[src/rtl/timer_pkg.sv]
// Shared constants and helpers for the cascaded BCD countdown timer.
package timer_pkg;

  localparam int unsigned DIGIT_W   = 4;
  localparam logic [3:0]  BCD_MAX10 = 4'd9;
  localparam logic [3:0]  BCD_MAX6  = 4'd5;

  // Odd-index digits are tens-of-seconds / tens-of-minutes in mm:ss mode.
  function automatic logic [DIGIT_W-1:0] digit_max(input int unsigned idx, input bit sexag);
    return (sexag && idx[0]) ? BCD_MAX6 : BCD_MAX10;
  endfunction

endpackage

[src/rtl/bcd_digit_down.sv]
// Single BCD down-counting digit with load and wrap-to-max on borrow.
module bcd_digit_down
  import timer_pkg::*;
(
  input  logic               clock,
  input  logic               clr,
  input  logic               load,
  input  logic [DIGIT_W-1:0] ld_val,
  input  logic               dec,
  input  logic [DIGIT_W-1:0] max,
  output logic [DIGIT_W-1:0] q,
  output logic               is_zero
);

  always_ff @(posedge clock) begin
    if (clr) begin
      q <= '0;
    end else if (load) begin
      q <= ld_val;
    end else if (dec) begin
      q <= (q == '0) ? max : q - 1'b1;
    end
  end

  assign is_zero = (q == '0);

endmodule

[src/rtl/bcd_countdown_timer.sv]
// N-digit cascaded BCD down-counter with tick prescaler, load clamping and done pulse.
module bcd_countdown_timer
  import timer_pkg::*;
#(
  parameter int unsigned DIGITS      = 4,
  parameter bit          SEXAGESIMAL = 1'b1,
  parameter int unsigned TICK_DIV    = 1
) (
  input  logic                  clock,
  input  logic                  clr,
  input  logic                  load,
  input  logic [4*DIGITS-1:0]   data,
  input  logic                  en,
  output logic [4*DIGITS-1:0]   dout,
  output logic                  zero,
  output logic                  done,
  output logic                  load_err
);

  localparam int unsigned PW = (TICK_DIV > 1) ? $clog2(TICK_DIV) : 1;
  localparam logic [PW-1:0] PresLast = PW'(TICK_DIV - 1);

  logic [PW-1:0]     presc_q, presc_d;
  logic [DIGITS-1:0] is_zero;
  logic [DIGITS-1:0] dec;
  logic [DIGITS-1:0] clamped;
  logic              tick, step, last;
  logic              done_q, load_err_q;
  logic              below;

  for (genvar i = 0; i < DIGITS; i++) begin : g_digit
    localparam logic [DIGIT_W-1:0] Max = digit_max(i, SEXAGESIMAL);
    logic [DIGIT_W-1:0] din;
    logic [DIGIT_W-1:0] ld_val;

    assign din        = data[4*i +: 4];
    assign clamped[i] = (din > Max);
    assign ld_val     = clamped[i] ? Max : din;

    bcd_digit_down u_digit (
      .clock   (clock),
      .clr     (clr),
      .load    (load),
      .ld_val  (ld_val),
      .dec     (dec[i]),
      .max     (Max),
      .q       (dout[4*i +: 4]),
      .is_zero (is_zero[i])
    );
  end

  assign zero = (dout == '0);
  assign tick = (presc_q == PresLast);
  assign step = en & tick & ~zero & ~load;
  // Count is exactly one: this decrement lands on zero.
  assign last = (dout[3:0] == 4'd1) && (&is_zero[DIGITS-1:1]);

  // Borrow chain: a digit moves only when every lower digit is zero.
  always_comb begin
    below = 1'b1;
    for (int i = 0; i < DIGITS; i++) begin
      dec[i] = step & below;
      below  = below & is_zero[i];
    end
  end

  always_comb begin
    presc_d = presc_q;
    if (load) begin
      presc_d = '0;
    end else if (en && !zero) begin
      presc_d = tick ? '0 : presc_q + 1'b1;
    end
  end

  always_ff @(posedge clock) begin
    if (clr) begin
      presc_q    <= '0;
      done_q     <= 1'b0;
      load_err_q <= 1'b0;
    end else begin
      presc_q    <= presc_d;
      done_q     <= step & last;
      load_err_q <= load & (|clamped);
    end
  end

  assign done     = done_q;
  assign load_err = load_err_q;

endmodule

[config.mk]
export PLATFORM = sky130hd
export DESIGN_NAME = bcd_countdown_timer
export DESIGN_NICKNAME = d
export VERILOG_FILES = /design/src/rtl/timer_pkg.sv /design/src/rtl/bcd_digit_down.sv /design/src/rtl/bcd_countdown_timer.sv
export SDC_FILE = /design/constraint.sdc
export NUM_CORES = 1
export LEC_CHECK = 0
export ABC_AREA = 1
export BUFFER_PORTS_ARGS = -buffer_cell sky130_fd_sc_hd__buf_2
export CAP_MARGIN = 20
export CELL_PAD_IN_SITES_DETAIL_PLACEMENT = 0
export CELL_PAD_IN_SITES_GLOBAL_PLACEMENT = 1
export CORE_AREA = 2 2 77 57
export CTS_CLUSTER_DIAMETER = 100
export CTS_CLUSTER_SIZE = 20
export DETAILED_ROUTE_END_ITERATION = 8
export DIE_AREA = 0 0 79 59
export PLACE_DENSITY = 0.86
export SLEW_MARGIN = 20
export SYNTH_ARGS = -nofsm -noshare
export SYNTH_HDL_FRONTEND = slang
export SYNTH_HIERARCHICAL = 1
export SYNTH_SLANG_ARGS = --single-unit
[constraint.sdc]
create_clock -name clock -period 5.6 [get_ports clock]
set_clock_uncertainty 0.2 [all_clocks]
set_input_delay 0.28 -clock clock [delete_from_list [all_inputs] [get_ports clock]]
set_output_delay 0.28 -clock clock [all_outputs]
set_load 0.05 [all_outputs]
# == Yosys cells after proc, flatten, opt, wreduce, memory -nomap -nowiden ==
# Index checks and enable logic that the tools add are counted.
# totals
inputBits,20
regBits,19
# classes
n_reduce_logical,15
muxes,17
n_bitwise,13
n_addsub,5
n_eq_ne,1
magnitude_cmp,4
# op_table
cell,count
$mux 4,16
$logic_not 16->1,1
$logic_not 4->1,4
$sub 4x1->4 const B,4
$and 1x1->1,10
$gt 4x3->1 const B,2
$gt 4x4->1 const B,2
$reduce_bool 2->1,4
$eq 4x1->1 const B,1
$reduce_or 4->1,1
$not 1->1,3
$reduce_and 3->1,1
$logic_and 1x1->1,2
$reduce_or 2->1,1
$add 1x1->1 const B,1
$logic_not 1->1,1
$mux 1,1

# == Depth between registers and ports, before layout ==
# Gate-level depths: netlist of run 1.
# logic_depth
word_depth,7
mapped_depth,12

# == Hierarchy ==
# Netlist of run 1, hierarchy kept.
# by_module_without_submodules
module,cells_per_inst,n_inst,area_each_um2
bcd_digit_down,43,4,276.5
bcd_countdown_timer,65,1,309.0

# == Worst setup path after synthesis of run 1 ==
# OpenSTA, ideal clock, no wires.
# synth_path
kind,register to register
start,register g_digit[0].u_digit.q[0]
end,register g_digit[3].u_digit.q[3]
n_path_buf,0
arrival_ns,1.758
period_less_slack_ns,2.028
path_slack_ns,3.572
path_stages_with_launch,13
setup_ns,0.070
path_cell_list,dfxtp_1 > inv_1 > ha_1 > inv_2 > nor3_2 > nand3_1 > nor2_1 > inv_1 > nor2_2 > nand2_1 > inv_1 > nand2_1 > a21oi_1
# synth_via
elab_cells_between_ends,9
cone_classes,bitwise (6); reduce/logical (3)
# synth_lines
element,line_no,text
from (decl),bcd_digit_down.sv:11,"output logic [DIGIT_W-1:0] q,"
from (signal assigned),bcd_digit_down.sv:19,q <= ld_val;
from (signal assigned),bcd_digit_down.sv:21,q <= (q == '0) ? max : q - 1'b1;
$logic_not 4->1,bcd_digit_down.sv:25,assign is_zero = (q == '0);
named net is_zero[0],bcd_countdown_timer.sv:24,logic [DIGITS-1:0] is_zero;
$and 1x1->1 (2 in a row),bcd_countdown_timer.sv:63,below = below & is_zero[i];
$and 1x1->1,bcd_countdown_timer.sv:62,dec[i] = step & below;
named net dec[3],bcd_countdown_timer.sv:25,logic [DIGITS-1:0] dec;
$reduce_bool 2->1 (no line),-,
to (signal assigned),bcd_digit_down.sv:19,
to (signal assigned),bcd_digit_down.sv:21,
to (decl),bcd_digit_down.sv:11,
# The timed path passes the listed nets, and every way through them passes these cells.
# A chain may end at the register's enable or synchronous reset.

# == Final worst setup path of run 1 ==
# layout_path
start,register g_digit[1].u_digit.q[0]
end,register g_digit[3].u_digit.q[3]
# layout_via
elab_cells_between_ends,9
cone_classes,bitwise (6); reduce/logical (3)
# layout_lines
element,line_no
from (decl),bcd_digit_down.sv:11
from (signal assigned),bcd_digit_down.sv:19
from (signal assigned),bcd_digit_down.sv:21
$logic_not 4->1,bcd_digit_down.sv:25
named net is_zero[1],bcd_countdown_timer.sv:24
$and 1x1->1 (2 in a row),bcd_countdown_timer.sv:63
$and 1x1->1,bcd_countdown_timer.sv:62
named net dec[3],bcd_countdown_timer.sv:25
$reduce_bool 2->1 (no line),-
# The timed path passes the listed nets, and every way through them passes these cells.

==> results of run 1 <==
cell type report:
| class | count | area (um^2) |
|---|---|---|
| clock buffers | 4 | 55.1 |
| fillers | 441 | 2070 |
| inverters | 44 | 165 |
| multi-input cells | 189 | 942 |
| flip-flops and latches | 18 | 360 |
| well taps | 52 | 65.1 |
| repair buffers | 38 | 190 |
routing by layer:
layer	vias to the layer above	global-route usage, %
met5	-	0
met4	0	5.42
met3	2	2.90
met2	45	24.1
met1	663	24.5
li1	849	-
synthesized netlist by cell type:
library cell	n	area share, %
nand3_1	22	7.8
or2_2	2	0.88
and2_1	2	0.88
o21ai_0	2	0.71
ha_1	4	3.5
nor2_1	22	5.8
nor2_2	13	5.7
nor3_2	4	2.8
nand4_1	1	0.44
a21oi_1	18	6.4
clkbuf_1	2	0.53
or2_0	1	0.44
inv_1	40	11
inv_2	4	1.1
nand2_1	58	15
nor3b_1	2	1.1
dfxtp_1	18	25
o21ai_1	4	1.4
a22oi_1	16	8.5
conb_1	2	0.53
stage by stage:
| stage | power (W) | cells | cell area (um^2) |
|---|---|---|---|
| floorplan | 0.000251 | 253 | 1480 |
| global placement | 0.000288 | 341 | 1720 |
| detailed placement | 0.000288 | 341 | 1720 |
| CTS | 0.000400 | 345 | 1780 |
| global route | 0.000425 | 345 | 1780 |
| finish | 0.000397 | 345 | 1780 |
critical path, cell delays in order (launching register included):
cell,delay (ns)
dfxtp_1,0.36
inv_1,0.11
ha_1,0.16
inv_2,0.06
nor3_2,0.26
nand3_1,0.12
nor2_1,0.18
inv_1,0.07
nor2_2,0.14
nand2_1,0.08
inv_1,0.05
nand2_1,0.04
a21oi_1,0.10
path summary, 6_finish.rpt:
| check | from | cells after the start | endpoint | slack [ns] |
|---|---|---|---|---|
| setup / recovery | g_digit[1].u_digit/q[0] | 12 | g_digit[3].u_digit/q[3] | 3.60 |
| hold / removal | data[3] | 3 | g_digit[0].u_digit/q[3] | 0.17 |
| setup reg to reg | g_digit[1].u_digit/q[0] | 12 | g_digit[3].u_digit/q[3] | 3.60 |
| hold reg to reg | g_digit[3].u_digit/q[0] | 2 | g_digit[3].u_digit/q[0] | 0.43 |
logic make-up (layout without fill, tap and decap cells):
group	Yosys count	in the layout	synth area share (%)
DFF	18	18	25.5
other	2	18	0.531
adders and majority gates	4	4	3.54
AOI/OAI and AO/OA	40	40	17.0
buffers and inverters	46	86	12.2
and+or+nand+nor	127	127	41.3
power by group:
group / internal [W] / switching (W) / leakage [nW]
Sequential: 0.000136 / 0.0000136 / 0.148
Clock: 0.0000626 / 0.0000489 / 0.0288
Combinational: 0.0000438 / 0.0000920 / 0.748
Total: 0.000242 / 0.000155 / 0.925
placed cells by master (no fill, tap or decap):
cell and instances:
ha_1 4, conb_1 18, nor2_1 22, nand3_1 22
o21ai_1 4, inv_2 4, nand4_1 1, nor3b_1 2
a22oi_1 16, or2_2 2, nor2_2 13, and2_1 2
a21oi_1 18, o21ai_0 2, or2_0 1, nand2_1 58
inv_1 40, buf_2 38, dfxtp_1 18, clkbuf_8 4
nor3_2 4
registers in the layout, indices dropped and copies added, names as in the netlist:
register           cells
done                   1
g_digit.u_digit/q     16
load_err               1
==> results.toml, run 1 <==
[cts]
cts_sinks = 18
cts_root_buf = "clkbuf_8"
cts_hold_buf = 0
numCtsBuffers = 3
cts_tree = "yes"
cts.repair.resized = 0
clk_pin_slew_ns = 0.07
htreeDepth = 1
cts_max_path_buffers = 2
clock_latency_ns = 0.26
post_cts.repair.setup_buffers = 0

[routing]
dr.pass1.iters = 4
drc = 0
vias_per_cell = 4.52
wl_met1_um = 1920
vias = 1559
postRouteAntennaNets = 0
wl_per_cell_um = 10.4
dr_wl_met2_um = 1480
dr.max_layer_used = "met4"
drt_wl_total_um = 3590
drt_iter0_drc = 107
wl_met3_um = 185

[worst_setup_path]
crit_type = "flip-flop to flip-flop"
worstPathArrival_ns = 2.00
critical_path.startpoint_type = "flip-flop"
crit_fanout = 5
cp-end-kind = "flip-flop"
cp.required_ns = 5.60

[sta]
period_share_pct = 35.7
rsz0062_at_grt = "no"
fin_crit_ns = 2.00
tightest_slew_ns = 0.532
finalMaxSlewViolations = 0
slew_headroom_pct = 64.5
worst_slack_ns = 3.60
finalSetupViolCount = 0
fmax_mhz = 500
final.setup.tns_ns = 0
hold_ws_ns = 0.168
finalHoldViolCount = 0

[finish]
drive_gt1_share_pct = 22.2
area_delta_synth_final_pct = 25.6
nets = 318
num_antenna_cells = 0
post-route-util_pct = 46.2

[place]
hpwl_um = 2740
placement.io_buffers = 38
post-place-ws_ns = 3.61
place.gp.congestion = 0.859

[logic_synthesis]
netlist_area_mm2 = 0.00142
synth.distinct_cells = 20
yosysWarnings = 6
syn_avg_cell_area_um2 = 5.97
ys_seq_elements = 18
seq_area_frac_synth_pct = 25.5
syn_inst = 237

[floorplanning]
die_w_um = 79
start_util_pct = 36.7
rows = 19
fp.dieH_um = 59
io_pins = 39
coreArea_mm2 = 0.00385
dieArea_mm2 = 0.00466

[grt]
grt_pass1_wl_um = 6150
overflow = 0
track_usage_pct = 16.5
grt_pass1_vias = 1345
grt_max_degree = 27
antenna_found_initial = 0

[power_and_ir_drop]
leakage_nw = 0.925
ir_drop_mv = 0.0772
power.density_mw_per_mm2 = 223

[status]
outcome = "complete, no violations"

[flow_run]
drv_cap = 0

[min_path]
hold_class = "primary input to flip-flop"
No activity file was read; power rests on OpenSTA's default activity.
==> inputs of run 2 (changes only) <==
--- a/config.mk
+++ b/config.mk
@@ -5,17 +5,17 @@
 export SDC_FILE = /design/constraint.sdc
 export NUM_CORES = 1
 export LEC_CHECK = 0
-export ABC_AREA = 1
+export ABC_AREA = 0
 export BUFFER_PORTS_ARGS = -buffer_cell sky130_fd_sc_hd__buf_2
 export CAP_MARGIN = 20
 export CELL_PAD_IN_SITES_DETAIL_PLACEMENT = 0
 export CELL_PAD_IN_SITES_GLOBAL_PLACEMENT = 1
-export CORE_AREA = 2 2 77 57
+export CORE_AREA = 2 2 78 57
 export CTS_CLUSTER_DIAMETER = 100
 export CTS_CLUSTER_SIZE = 20
 export DETAILED_ROUTE_END_ITERATION = 8
-export DIE_AREA = 0 0 79 59
-export PLACE_DENSITY = 0.86
+export DIE_AREA = 0 0 80 59
+export PLACE_DENSITY = 0.8
 export SLEW_MARGIN = 20
 export SYNTH_ARGS = -nofsm -noshare
 export SYNTH_HDL_FRONTEND = slang
==> constraint.sdc (replaced) <==
create_clock -name clock -period 2 [get_ports clock]
set_clock_uncertainty 0.2 [all_clocks]
set_input_delay 0.1 -clock clock [delete_from_list [all_inputs] [get_ports clock]]
set_output_delay 0.1 -clock clock [all_outputs]
set_load 0.05 [all_outputs]
==> run 2 against run 1 <==
The flow now finishes with violations (setup timing). Utilization rose by 12 points. Flip-flop and latch count is the same. Via count is 1.9% higher. Final cell count down 6.1%. Sequential power increased to 2.8 times the previous value. Global-route usage up 1.5 points. Fmax is 3.4% lower. Critical path type unchanged. Highest routed layer unchanged.
==> results.toml, run 2 <==
[status]
outcome = "finished with violations"
failed_checks = "setup timing"

[routing]
drt_wl_total_um = 4090
drt_iter0_drc = 65
wl_per_cell_um = 12.6
postRouteAntennaNets = 0
dr.pass1.iters = 4
vias_per_cell = 4.90
drc = 0
vias = 1589

[power_and_ir_drop]
internal_power_w = 0.000742
ir_drop_mv = 0.386
p_comb_share_pct = 42.6
leakage_nw = 0.939
power_switching_w = 0.000467
p_sw_share_pct = 38.6
seqPwrFrac_pct = 34.9
power.density_mw_per_mm2 = 529
clkPwrFrac_pct = 22.5

[logic_synthesis]
synthSimpleGateAreaFrac_pct = 27.5
synth_ff_type = "dfxtp_1"
synth_top_family_by_area = "compound AO/OA/AOI/OAI gates"
syn_inst = 180
synthTopCellsByArea = "dfxtp_1 (25%), a221oi_2 (8.5%), a21oi_1 (7.4%), inv_1 (5.8%), a2111oi_2 (4.2%)"
yosysMostFrequentCell = "inv_1"
synth_compound_area_share_pct = 34.3
synth_fa_ha_area_share_pct = 3.52
synth_mux_area_share_pct = 0
netlist_area_mm2 = 0.00142
synth_edf_count = 0
synth.distinct_cells = 32
synthXorXnorAreaFrac_pct = 0
postSynth.asyncResetShare_pct = 0
seq_area_frac_synth_pct = 25.4
yosysWarnings = 6
yosys.area.top_type = "dfxtp_1"
syn_avg_cell_area_um2 = 7.89
synth_common_cells = "inv_1 (22), a21oi_1 (21), dfxtp_1 (18)"
synth_top_cell_area_share_pct = 25.4
ys_seq_elements = 18

[finish]
area_delta_synth_final_pct = 61.0
nets = 297
final_cell_mix = "buf_2 (37), buf_4 (31), conb_1 (18), inv_1 (17), a21oi_1 (17)"
final_common_cell = "buf_2"
post-route-util_pct = 58.6
final_design_area_no_fill_mm2 = 0.00229
drive_gt1_share_pct = 50.0
num_antenna_cells = 0
largest_reg_flops = 16
largest_register = "g_digit.u_digit/q"

[sta]
fin_crit_ns = 2.07
rsz0062_at_grt = "yes"
period_share_pct = 103
final.setup.tns_ns = -0.183
tightest_slew_ns = 0.542
finalMaxSlewViolations = 0
fmax_mhz = 483
finalHoldViolCount = 0
worst_slack_ns = -0.0687
finalSetupViolCount = 7
slew_headroom_pct = 63.5

[worst_setup_path]
cp-end-kind = "flip-flop"
critical_path.startpoint_type = "flip-flop"
r2r_end = "g_digit[3].u_digit/q[2]"
endpoint = "g_digit[3].u_digit/q[2]"
r2r_slack_ns = -0.07
reg2reg_from = "g_digit[1].u_digit/q[0]"
startpoint = "g_digit[1].u_digit/q[0]"
crit_fanout = 4
cp.required_ns = 1.97
crit_type = "flip-flop to flip-flop"
ff2ff_path_depth = 8
worstPathArrival_ns = 2.04

[floorplanning]
rows = 19
dieArea_mm2 = 0.00472
io_pins = 39
die_w_um = 80
start_util_pct = 36.4
coreArea_mm2 = 0.00390
fp.dieH_um = 59

[cts]
cts_sinks = 18
clk_pin_slew_ns = 0.07
cts_root_buf = "clkbuf_8"
cts_tree = "yes"
cts_max_path_buffers = 2
numCtsBuffers = 3
clock_latency_ns = 0.26
htreeDepth = 1

[place]
placement.io_buffers = 38
hpwl_um = 3010
placed_area_mm2 = 0.00200
post-place-ws_ns = -0.0775
place.gp.congestion = 0.838

[grt]
grt_pass1_wl_um = 6750
antenna_found_initial = 0
grt_max_degree = 38
overflow = 0
track_usage_pct = 18.0
grt_pass1_vias = 1466

[min_path]
hold_class = "primary input to flip-flop"
worstHoldPathCells = 4

[flow_run]
drv_cap = 0
-- run 2: kinds of logic after synthesis --
kind of cell,Yosys count
simple gates,63
compound gates,61
other cells,2
buf+inv,32
fa+ha+maj,4
flops,18
-- run 2: power by group through the flow --
| stage | Combinational (W) | Clock [W] | Sequential [W] |
|---|---|---|---|
| after CTS | 0.000503 | 0.000278 | 0.000420 |
| final | 0.000515 | 0.000272 | 0.000422 |
| after floorplan | 0.000207 | 0 | 0.000521 |
| after global routing | 0.000556 | 0.000294 | 0.000428 |
| after detailed placement | 0.000456 | 0 | 0.000428 |
| after global placement | 0.000451 | 0 | 0.000428 |
-- run 2: worst min-delay path by stage --
stage                   from                      end  slack [ns]
floorplan                clr  g_digit[0].u_digit/q[1]       -0.04
global placement    data[11]  g_digit[2].u_digit/q[3]        0.21
detailed placement  data[11]  g_digit[2].u_digit/q[1]        0.21
CTS                 data[12]  g_digit[3].u_digit/q[0]      0.0007
global route         data[2]  g_digit[0].u_digit/q[2]        0.01
finish              data[12]  g_digit[3].u_digit/q[0]       0.002
-- run 2: per-layer routing --
metal	up-vias	share of wire, %	track usage, %
met1	714	52	26.3
met2	33	43	27.9
met5	-	0	0
met3	2	4.8	4.27
li1	840	-	-
met4	0	0.24	2.18
-- run 2: final cells by class --
class                      count  area (um^2)
tap                           52         65.1
sequential                    18          413
multi-input combinational    146         1140
fill                         373         1610
clock buffer                   4         45.0
timing repair buffer          78          517
inverter                      26          103
-- run 2: worst max-delay path, stage by stage (launching register included) --
cell,delay (ns)
dfxtp_4,0.36
inv_4,0.06
ha_4,0.12
nor3b_4,0.27
nand4_1,0.14
a21oi_2,0.20
nand2_1,0.09
or3_1,0.33
a221oi_2,0.20
-- run 2: repair_timing --
action                                  CTS  global route
gates resized for setup                  10             5
buffers inserted                          9             1
hold buffers                              8             0
pin swaps                                12             1
endpoints found under the setup margin    7            16
hold endpoints to repair                 11             0
-- run 2: metrics by stage --
| step | hold slack (ns) | total power (W) | std cells |
|---|---|---|---|
| floorplan | -0.0430 | 0.000728 | 196 |
| global placement | 0.209 | 0.000879 | 302 |
| detailed placement | 0.211 | 0.000884 | 302 |
| CTS | 0.000691 | 0.00120 | 323 |
| global route | 0.0117 | 0.00128 | 324 |
| finish | 0.00229 | 0.00121 | 324 |
==> inputs of run 3 (changes only) <==
--- a/config.mk
+++ b/config.mk
@@ -15,7 +15,7 @@
 export CTS_CLUSTER_SIZE = 20
 export DETAILED_ROUTE_END_ITERATION = 8
 export DIE_AREA = 0 0 80 59
-export PLACE_DENSITY = 0.8
+export PLACE_DENSITY_LB_ADDON = 0.3
 export SLEW_MARGIN = 20
 export SYNTH_ARGS = -nofsm -noshare
 export SYNTH_HDL_FRONTEND = slang
==> run 3 against run 2 <==
The run still ends with setup timing left. Hold slack gained 0.0066 ns. Clock power grew 15%. Setup slack gained 0.0071 ns. Via count grew 0.94%. Final cell count shrank 2.5%. Largest cell class unchanged. Highest routed layer unchanged.
==> results.toml, run 3 (synthesized netlist as in run 2, its figures left out) <==
[finish]
nFillCells = 382
largest_register = "g_digit.u_digit/q"
final_common_cell = "buf_2"
final_cell_mix = "buf_2 (37), buf_4 (25), conb_1 (18), inv_1 (17), a21oi_1 (17)"
register_area_um2 = 413
drive_gt1_share_pct = 48.9
final_design_area_no_fill_mm2 = 0.00224
post-route-util_pct = 57.5
num_antenna_cells = 0
nets = 289
multiInputGateArea_mm2 = 0.00115
area_delta_synth_final_pct = 58.0
final_cells = 316
largest_reg_flops = 16

[worst_setup_path]
worstPathArrival_ns = 2.03
r2r_end = "g_digit[2].u_digit/q[2]"
reg2reg_from = "g_digit[0].u_digit/q[0]"
critical_path.startpoint_type = "flip-flop"
crit_fanout = 4
crit_slowest_cell = "dfxtp_4"
cp_cell_sequence = "inv_4, ha_4, nor3b_4, nand3_1, a21oi_2, nand2_1, or3_1, a221oi_2"
cp-end-kind = "flip-flop"
r2r_slack_ns = -0.06
crit_type = "flip-flop to flip-flop"
cp.required_ns = 1.97
ff2ff_path_depth = 8
max_stage_delay_ns = 0.37

[place]
placed_area_mm2 = 0.00199
place.gp.congestion = 0.806
placement.io_buffers = 38
dp_cells = 301
hpwl_um = 3020

[min_path]
holdPathEnd = "g_digit[0].u_digit/q[2]"
worstHoldStart = "data[2]"
hold_class = "primary input to flip-flop"
worstHoldPathCells = 4

[sta]
fin_crit_ns = 2.06
rsz0062_at_grt = "yes"
tightest_slew_ns = 0.519
worst_slack_ns = -0.0616
fmax_mhz = 485
hold_ws_ns = 0.00885
finalSetupViolCount = 7
finalHoldViolCount = 0
slew_headroom_pct = 65.4
finalMaxSlewViolations = 0
period_share_pct = 103

[floorplanning]
dieArea_mm2 = 0.00472
rows = 19
coreArea_mm2 = 0.00390
io_pins = 39
start_util_pct = 36.4
fp.dieH_um = 59
die_w_um = 80

[grt]
grt_pass1_wl_um = 6910
antenna_found_initial = 0
grt_max_degree = 38
overflow = 0
grt_pass1_vias = 1420
track_usage_pct = 18.9

[power_and_ir_drop]
ir_drop_mv = 0.278
leakage_nw = 0.909
power.density_mw_per_mm2 = 551

[routing]
postRouteAntennaNets = 0
wl_per_cell_um = 13.6
drt_wl_total_um = 4280
dr.pass1.iters = 4
drc = 0
vias_per_cell = 5.08
drt_iter0_drc = 72
vias = 1604

[cts]
clk_pin_slew_ns = 0.08
clock_latency_ns = 0.26
cts_max_path_buffers = 2
numCtsBuffers = 3
cts_root_buf = "clkbuf_8"
htreeDepth = 1
cts_tree = "yes"
cts_sinks = 18

[status]
outcome = "finished with violations"
failed_checks = "setup timing"

[flow_run]
drv_cap = 0
==> run 3: worst max path at each step <==
stage	slack (ns)	depth (start not counted)	startpoint	to
2_1_floorplan	-0.08	8	g_digit[0].u_digit/q[0]	g_digit[3].u_digit/q[2]
3_3_place_gp	-0.004	7	g_digit[1].u_digit/q[0]	g_digit[2].u_digit/q[3]
3_5_place_dp	-0.008	8	g_digit[0].u_digit/q[0]	g_digit[2].u_digit/q[2]
4_1_cts	-0.03	8	g_digit[0].u_digit/q[0]	g_digit[2].u_digit/q[2]
5_1_grt	-0.18	9	g_digit[0].u_digit/q[0]	g_digit[1].u_digit/q[3]
6_report	-0.06	8	g_digit[0].u_digit/q[0]	g_digit[2].u_digit/q[2]
==> run 3: what timing repair did <==
item / CTS / global route
pin swaps: 2 / 12
gates resized for setup: 2 / 14
hold buffers: 8 / 0
hold endpoints to repair: 11 / 0
setup buffers: 0 / 3
setup endpoints to repair: 6 / 15
==> run 3: critical path, delay by kind of cell (launching register included) <==
kind / cells / cell delay (ns)
AND/OR/NAND/NOR: 4 / 0.83
AO/OA/AOI/OAI: 2 / 0.39
flip-flops: 1 / 0.37
adder cells (fa/ha/maj): 1 / 0.12
buffers and inverters: 1 / 0.06
==> run 3: where the power goes <==
group | switching, W | internal, W | leakage (nW) | total, W
Clock | 0.000139 | 0.000175 | 0.0288 | 0.000314
Combinational | 0.000297 | 0.000203 | 0.722 | 0.000501
Sequential | 0.0000404 | 0.000382 | 0.158 | 0.000422
==> run 3: metrics by stage <==
stage / setup slack, ns / power, W / TNS, ns
2_1_floorplan: -0.0759 / 0.000728 / -0.152
3_3_place_gp: -0.00380 / 0.000876 / -0.00380
3_5_place_dp: -0.00837 / 0.000878 / -0.0134
4_1_cts: -0.0321 / 0.00121 / -0.0611
5_1_grt: -0.176 / 0.00131 / -1.43
6_report: -0.0616 / 0.00124 / -0.207
==> run 3: layer usage <==
layer	global-route usage (%)	vias to the layer above	routed length, um
met4	3.63	0	31
met3	3.81	5	154
met5	0	-	0
met2	27.4	30	1890
met1	29.1	750	2210
li1	-	819	-
==> run 3: layout make-up <==
class,count,share of cell area [%]
clock buffer,4,2.45
inverter,26,4.68
multi-input combinational,146,51.4
sequential,18,18.4
tap,52,2.90
timing repair buffer,70,20.2
